File: src/rtl/ysyx_25040118_dmem_ctrl.sv
// ysyx_25040118_dmem_ctrl
// Data-memory access controller sitting behind the LSU address/mask logic.
// It takes one load/store at a time over a valid/ready handshake and issues it
// to a variable-latency, word-addressed memory port (req/gnt, then rvalid).
// For loads it returns sign- or zero-extended data to writeback.
//
// Optional feature macro: DMEM_MISALIGN_CHK_EN
//   When defined, a misaligned lh/lhu/sh/lw/sw is answered straight away with
//   resp_err=1 and no memory request is issued.
//   When undefined, misaligned accesses go to memory as-is.
module ysyx_25040118_dmem_ctrl #(
    parameter logic [31:0] MEM_BASE  = 32'h8000_0000,
    parameter int          TIMEOUT   = 255,
    parameter int          TIMEOUT_W = 8
) (
    input  logic        clk,
    input  logic        rst,
    // LSU request channel
    input  logic        req_valid_i,
    output logic        req_ready_o,
    input  logic        req_we_i,
    input  logic [31:0] req_addr_i,
    input  logic [31:0] req_wdata_i,
    input  logic [3:0]  req_wmask_i,
    input  logic [2:0]  req_funct3_i,
    // writeback response channel
    output logic        resp_valid_o,
    input  logic        resp_ready_i,
    output logic [31:0] resp_rdata_o,
    output logic        resp_err_o,
    // memory port
    output logic        mem_req_o,
    output logic        mem_we_o,
    output logic [31:0] mem_addr_o,
    output logic [31:0] mem_wdata_o,
    output logic [3:0]  mem_wmask_o,
    input  logic        mem_gnt_i,
    input  logic        mem_rvalid_i,
    input  logic [31:0] mem_rdata_i
);

    typedef enum logic [1:0] {
        S_IDLE = 2'd0,
        S_REQ  = 2'd1,
        S_WAIT = 2'd2,
        S_RESP = 2'd3
    } state_e;

    state_e               state_q, state_d;
    logic                 we_q, we_d;
    logic [31:0]          addr_q, addr_d;      // physical word address
    logic [1:0]           off_q, off_d;        // byte offset within the word
    logic [31:0]          wdata_q, wdata_d;
    logic [3:0]           wmask_q, wmask_d;
    logic [2:0]           funct3_q, funct3_d;
    logic [TIMEOUT_W-1:0] cnt_q, cnt_d;
    logic [31:0]          rdata_q, rdata_d;
    logic                 err_q, err_d;

    // Extract and extend load data from the full memory word.
    function automatic logic [31:0] load_extend(input logic [2:0]  f3,
                                                input logic [1:0]  off,
                                                input logic [31:0] word);
        logic [31:0] shifted;
        shifted = word >> {off, 3'b000};
        case (f3)
            3'b000:  load_extend = {{24{shifted[7]}}, shifted[7:0]};
            3'b001:  load_extend = {{16{shifted[15]}}, shifted[15:0]};
            3'b010:  load_extend = word;
            3'b100:  load_extend = {24'h00_0000, shifted[7:0]};
            3'b101:  load_extend = {16'h0000, shifted[15:0]};
            default: load_extend = 32'h0000_0000;
        endcase
    endfunction

    // True when funct3 names an access this controller does not support.
    function automatic logic funct3_illegal(input logic we, input logic [2:0] f3);
        if (we) begin
            funct3_illegal = (f3 != 3'b000) && (f3 != 3'b001) && (f3 != 3'b010);
        end else begin
            funct3_illegal = (f3 == 3'b011) || (f3 == 3'b110) || (f3 == 3'b111);
        end
    endfunction

`ifdef DMEM_MISALIGN_CHK_EN
    // True for a halfword access on an odd address or a word access off a word boundary.
    function automatic logic misaligned(input logic we, input logic [2:0] f3,
                                        input logic [1:0] off);
        logic half_acc;
        logic word_acc;
        half_acc   = (f3 == 3'b001) || (!we && (f3 == 3'b101));
        word_acc   = (f3 == 3'b010);
        misaligned = (half_acc && off[0]) || (word_acc && (off != 2'b00));
    endfunction
`endif

    // Next-state and next-field logic for the request/response FSM.
    always_comb begin
        state_d  = state_q;
        we_d     = we_q;
        addr_d   = addr_q;
        off_d    = off_q;
        wdata_d  = wdata_q;
        wmask_d  = wmask_q;
        funct3_d = funct3_q;
        cnt_d    = cnt_q;
        rdata_d  = rdata_q;
        err_d    = err_q;
        case (state_q)
            S_IDLE: begin
                if (req_valid_i) begin
                    we_d     = req_we_i;
                    addr_d   = {req_addr_i[31:2], 2'b00} - MEM_BASE;
                    off_d    = req_addr_i[1:0];
                    wdata_d  = req_wdata_i;
                    // loads never write, whatever mask the LSU produced
                    wmask_d  = req_we_i ? req_wmask_i : 4'b0000;
                    funct3_d = req_funct3_i;
                    state_d  = S_REQ;
`ifdef DMEM_MISALIGN_CHK_EN
                    if (misaligned(req_we_i, req_funct3_i, req_addr_i[1:0])) begin
                        state_d = S_RESP;
                        err_d   = 1'b1;
                        rdata_d = 32'h0000_0000;
                    end else begin
                        state_d = S_REQ;
                    end
`endif
                end else begin
                    state_d = S_IDLE;
                end
            end
            S_REQ: begin
                if (mem_gnt_i) begin
                    state_d = S_WAIT;
                    cnt_d   = {TIMEOUT_W{1'b0}};
                end else begin
                    state_d = S_REQ;
                end
            end
            S_WAIT: begin
                // rvalid on the final counted cycle still wins over the timeout
                if (mem_rvalid_i) begin
                    state_d = S_RESP;
                    err_d   = funct3_illegal(we_q, funct3_q);
                    if (we_q || funct3_illegal(we_q, funct3_q)) begin
                        rdata_d = 32'h0000_0000;
                    end else begin
                        rdata_d = load_extend(funct3_q, off_q, mem_rdata_i);
                    end
                end else if (cnt_q == TIMEOUT_W'(TIMEOUT)) begin
                    state_d = S_RESP;
                    err_d   = 1'b1;
                    rdata_d = 32'h0000_0000;
                end else begin
                    cnt_d = cnt_q + TIMEOUT_W'(1);
                end
            end
            S_RESP: begin
                if (resp_ready_i) begin
                    state_d = S_IDLE;
                    err_d   = 1'b0;
                    rdata_d = 32'h0000_0000;
                end else begin
                    state_d = S_RESP;
                end
            end
            default: begin
                state_d = S_IDLE;
                err_d   = 1'b0;
                rdata_d = 32'h0000_0000;
            end
        endcase
    end

    // State, latched request fields, timeout counter and response registers.
    always_ff @(posedge clk or posedge rst) begin
        if (rst) begin
            state_q  <= S_IDLE;
            we_q     <= 1'b0;
            addr_q   <= 32'h0000_0000;
            off_q    <= 2'b00;
            wdata_q  <= 32'h0000_0000;
            wmask_q  <= 4'b0000;
            funct3_q <= 3'b000;
            cnt_q    <= {TIMEOUT_W{1'b0}};
            rdata_q  <= 32'h0000_0000;
            err_q    <= 1'b0;
        end else begin
            state_q  <= state_d;
            we_q     <= we_d;
            addr_q   <= addr_d;
            off_q    <= off_d;
            wdata_q  <= wdata_d;
            wmask_q  <= wmask_d;
            funct3_q <= funct3_d;
            cnt_q    <= cnt_d;
            rdata_q  <= rdata_d;
            err_q    <= err_d;
        end
    end

    // Handshake flags decode directly from the state register.
    assign req_ready_o  = (state_q == S_IDLE);
    assign mem_req_o    = (state_q == S_REQ);
    assign resp_valid_o = (state_q == S_RESP);
    assign resp_rdata_o = rdata_q;
    assign resp_err_o   = err_q;
    assign mem_we_o     = (state_q == S_REQ) && we_q;
    assign mem_addr_o   = addr_q;
    assign mem_wdata_o  = wdata_q;
    assign mem_wmask_o  = wmask_q;

endmodule

File: config.mk
export PLATFORM = sky130hd
export DESIGN_NAME = ysyx_25040118_dmem_ctrl
export DESIGN_NICKNAME = d
export VERILOG_FILES = /design/src/rtl/ysyx_25040118_dmem_ctrl.sv
export SDC_FILE = /design/constraint.sdc
export NUM_CORES = 1
export LEC_CHECK = 0
export BUFFER_PORTS_ARGS = -buffer_cell sky130_fd_sc_hd__buf_2
export CAP_MARGIN = 20
export CORE_ASPECT_RATIO = 2
export CORE_UTILIZATION = 43
export CTS_CLUSTER_SIZE = 40
export DETAILED_ROUTE_END_ITERATION = 8
export PLACE_DENSITY = 0.83
export SYNTH_ARGS = -nofsm -noshare
export SYNTH_HDL_FRONTEND = slang
export SYNTH_SLANG_ARGS = --single-unit
File: constraint.sdc
create_clock -name clk -period 3.3 [get_ports clk]
set_input_delay 0.33 -clock clk [delete_from_list [all_inputs] [get_ports clk]]
set_output_delay 0.33 -clock clk [all_outputs]
set_load 0.01 [all_outputs]
==> results.cfg <==
[cts]
cts.sinks = 115
cts_hold_buffers = 0
cts_tree = yes
clk_pin_slew_ns = 0.06
clk_latency_ns = 0.40
cts_setup_buffers = 0
cts.path.max_buffers = 2
cts_resized = 0
htreeDepth = 4
cts-buffers-inserted = 17
cts-root-buf = clkbuf_16

[power_and_ir_drop]
pwr-share-clk_pct = 27.4
powerDensity_mw_per_mm2 = 964
internal_power_mw = 4.09
sw_frac_of_total_pct = 36.6
comb_power_share_pct = 34.8
ir_drop_v = 0.000505
seqPwrFrac_pct = 37.8
p_switching_mw = 2.36
p_leak_nw = 3.74

[place]
port_buffers = 212
hpwl_um = 9840
place_area_mm2 = 0.00612
gp_congestion = 0.875

[route]
avgViaCountPerCell = 5.18
drc_errors = 0
first_iter_violations = 287
drt-wirelength-per-cell_um = 15.7
route.vias.total = 4540
ant_nets = 0
dr.pass1.iters = 5
wirelength_um = 13800

[sta]
max_slew_margin_pct = 53.5
worst_pin_slew_ns = 0.696
min_period_ns = 2.37
hold_viol_final = 0
setup-tns-final_ns = 0
rsz0062_at_grt = false
finalSetupViolations = 0
fin_skew_ns = 0.0103
final_max_slew_viol_count = 0
max_freq_ghz = 0.422
finalCritPeriodShare_pct = 71.9
whs_ns = 0.100

[global_route]
grt_pass1_vias = 4428
grtUsageTotal_pct = 23.5
grt_pass1_wl_um = 21800
antenna_found_initial = 1
grt_overflow = 0
grt_max_degree = 116

[cells_and_area]
regArea_mm2 = 0.00288
fill_cells = 1018
final_area_mm2 = 0.00670
multiInputGateArea_mm2 = 0.00192
drive_above_1_share_pct = 35.3
area_growth_pct = 34.3
nets = 833

[synth]
synth-async-reset-ratio_pct = 100
ys_ff_latch = 115
ys_top_cells_by_count = 221 x nand2_1, 115 x dfrtp_1, 30 x a221o_1, 20 x clkbuf_1, 16 x nor2_1
netlist_area_mm2 = 0.00498
yosysTopAreaCell = dfrtp_1
synth_top_cell_area_share_pct = 57.7
yosys.cell_types.count = 44
syn_area_per_cell_um2 = 9.62
ys_seq_area_share_pct = 57.7
synth.most_common_cell = nand2_1
syn_inst = 518
synth_edf_count = 0
ys_warn_count = 0
synth.top_cells.by_area = dfrtp_1 58%, nand2_1 17%, a221o_1 6.0%
synthFlopType = dfrtp_1

[critical_path]
path_class = register to register
arrival_ns = 2.65
end_kind = register
worstPathRequired_ns = 3.57
start_kind = register
crit_path_max_fanout = 33
slowest_delay_ns = 0.56
slowest_stage = a221o_1
cp_num_buf_inv = 0
crit_chain = ha_1 > and4_1 > a41o_4 > nand3_2 > a221o_1
crit_family = compound AO/OA/AOI/OAI gates

[die]
die_width_um = 78.1
start_util_pct = 44.2
core_area_mm2 = 0.0113
die_height_um = 154
num_rows = 55
die_area_mm2 = 0.0121
num_io_pins = 215

[outcome]
status = completed

[job]
max-cap-violations = 0

[hold_path]
hp-class = input pin to async pin
[power by group through the flow]
| stage | clock network, mW | registers [mW] | logic [mW] |
|---|---|---|---|
| 2_1_floorplan | 0 | 2.57 | 1.22 |
| 4_1_cts | 1.81 | 2.43 | 2.27 |
| 6_report | 1.77 | 2.44 | 2.24 |
| 3_5_place_dp | 0 | 2.43 | 2.27 |
| 3_3_place_gp | 0 | 2.43 | 2.19 |
| 5_1_grt | 1.86 | 2.51 | 2.47 |
[through the flow]
step / worst slack, ns / cells / util, % / total power [mW]
after floorplan: 1.50 / 519 / - / 3.79
after global placement: 1.08 / 845 / 54.2 / 4.62
after detailed placement: 0.985 / 845 / 54.2 / 4.70
after CTS: 0.962 / 876 / 59.3 / 6.50
after global routing: 0.801 / 877 / 59.3 / 6.85
final: 0.928 / 877 / 59.3 / 6.45
[final cells by class]
type | count | share of cell area [%]
antenna | 1 | 0.0374
clock buffer | 22 | 6.93
clock inverter | 9 | 1.59
inverter | 12 | 0.729
multi-input combinational | 361 | 28.7
sequential | 115 | 43.0
tap | 142 | 2.65
timing repair buffer | 215 | 16.4
[state kept, by name, summed over array words and instances (netlist names), 2 cells and up]
| signal | count |
|---|---|
| mem_wdata_o | 32 |
| resp_rdata_o | 32 |
| mem_addr_o | 30 |
| cnt_q | 8 |
| mem_wmask_o | 4 |
| funct3_q | 3 |
| off_q | 2 |
| state_q | 2 |
[cell usage in the layout, fill, tap and decap left out, types with 2 or more instances in the layout]
master / count
a21oi_1: 11
a221o_1: 30
a22o_1: 7
a22oi_1: 6
a31oi_1: 3
and2_1: 2
buf_2: 212
buf_4: 2
bufinv_16: 2
clkbuf_1: 3
clkbuf_16: 17
clkbuf_8: 2
clkinv_2: 3
clkinvlp_4: 4
conb_1: 2
dfrtp_1: 115
inv_1: 11
mux2_2: 6
mux2i_1: 6
mux4_2: 2
nand2_1: 220
nand2b_1: 3
nand3_1: 10
nor2_1: 16
nor2b_1: 5
nor3_1: 2
o211ai_1: 2
o21ai_0: 6
or4_1: 2
[worst paths after layout]
kind / depth (start not counted) / endpoint / slack [ns] / start
max in group asynchronous: 3 / mem_wdata_o[11] / 2.74 / rst
min reg2reg: 2 / mem_addr_o[14] / 0.47 / mem_addr_o[14]
max: 5 / resp_rdata_o[6] / 0.93 / cnt_q[0]
max reg2reg: 5 / resp_rdata_o[6] / 0.93 / cnt_q[0]
min in group clk: 3 / mem_addr_o[14] / 0.11 / req_addr_i[14]
min: 3 / mem_addr_o[9] / 0.10 / rst
[cells by family after synthesis]
logic type / count (synthesis) / share of synthesized area [%]
mux: 14 / 3.46
compound gates: 74 / 12.5
other cells: 1 / 0.0752
buf+inv: 43 / 3.84
simple gates: 270 / 22.1
fa+ha+maj: 1 / 0.251
flops: 115 / 57.7
[metal layers]
metal	global-route usage [%]	part of all wire [%]
met1	25.4	37
met2	42.2	54
met3	5.43	5.8
met4	11.6	3.3
met5	0	0
[worst register-to-register path: stages, from the launching register on]
cell and delay [ns]:
dfrtp_1 0.38, ha_1 0.22, and4_1 0.25, a41o_4 0.28, nand3_2 0.55, a221o_1 0.57
Note: power is estimated with default switching activity, not from simulation.
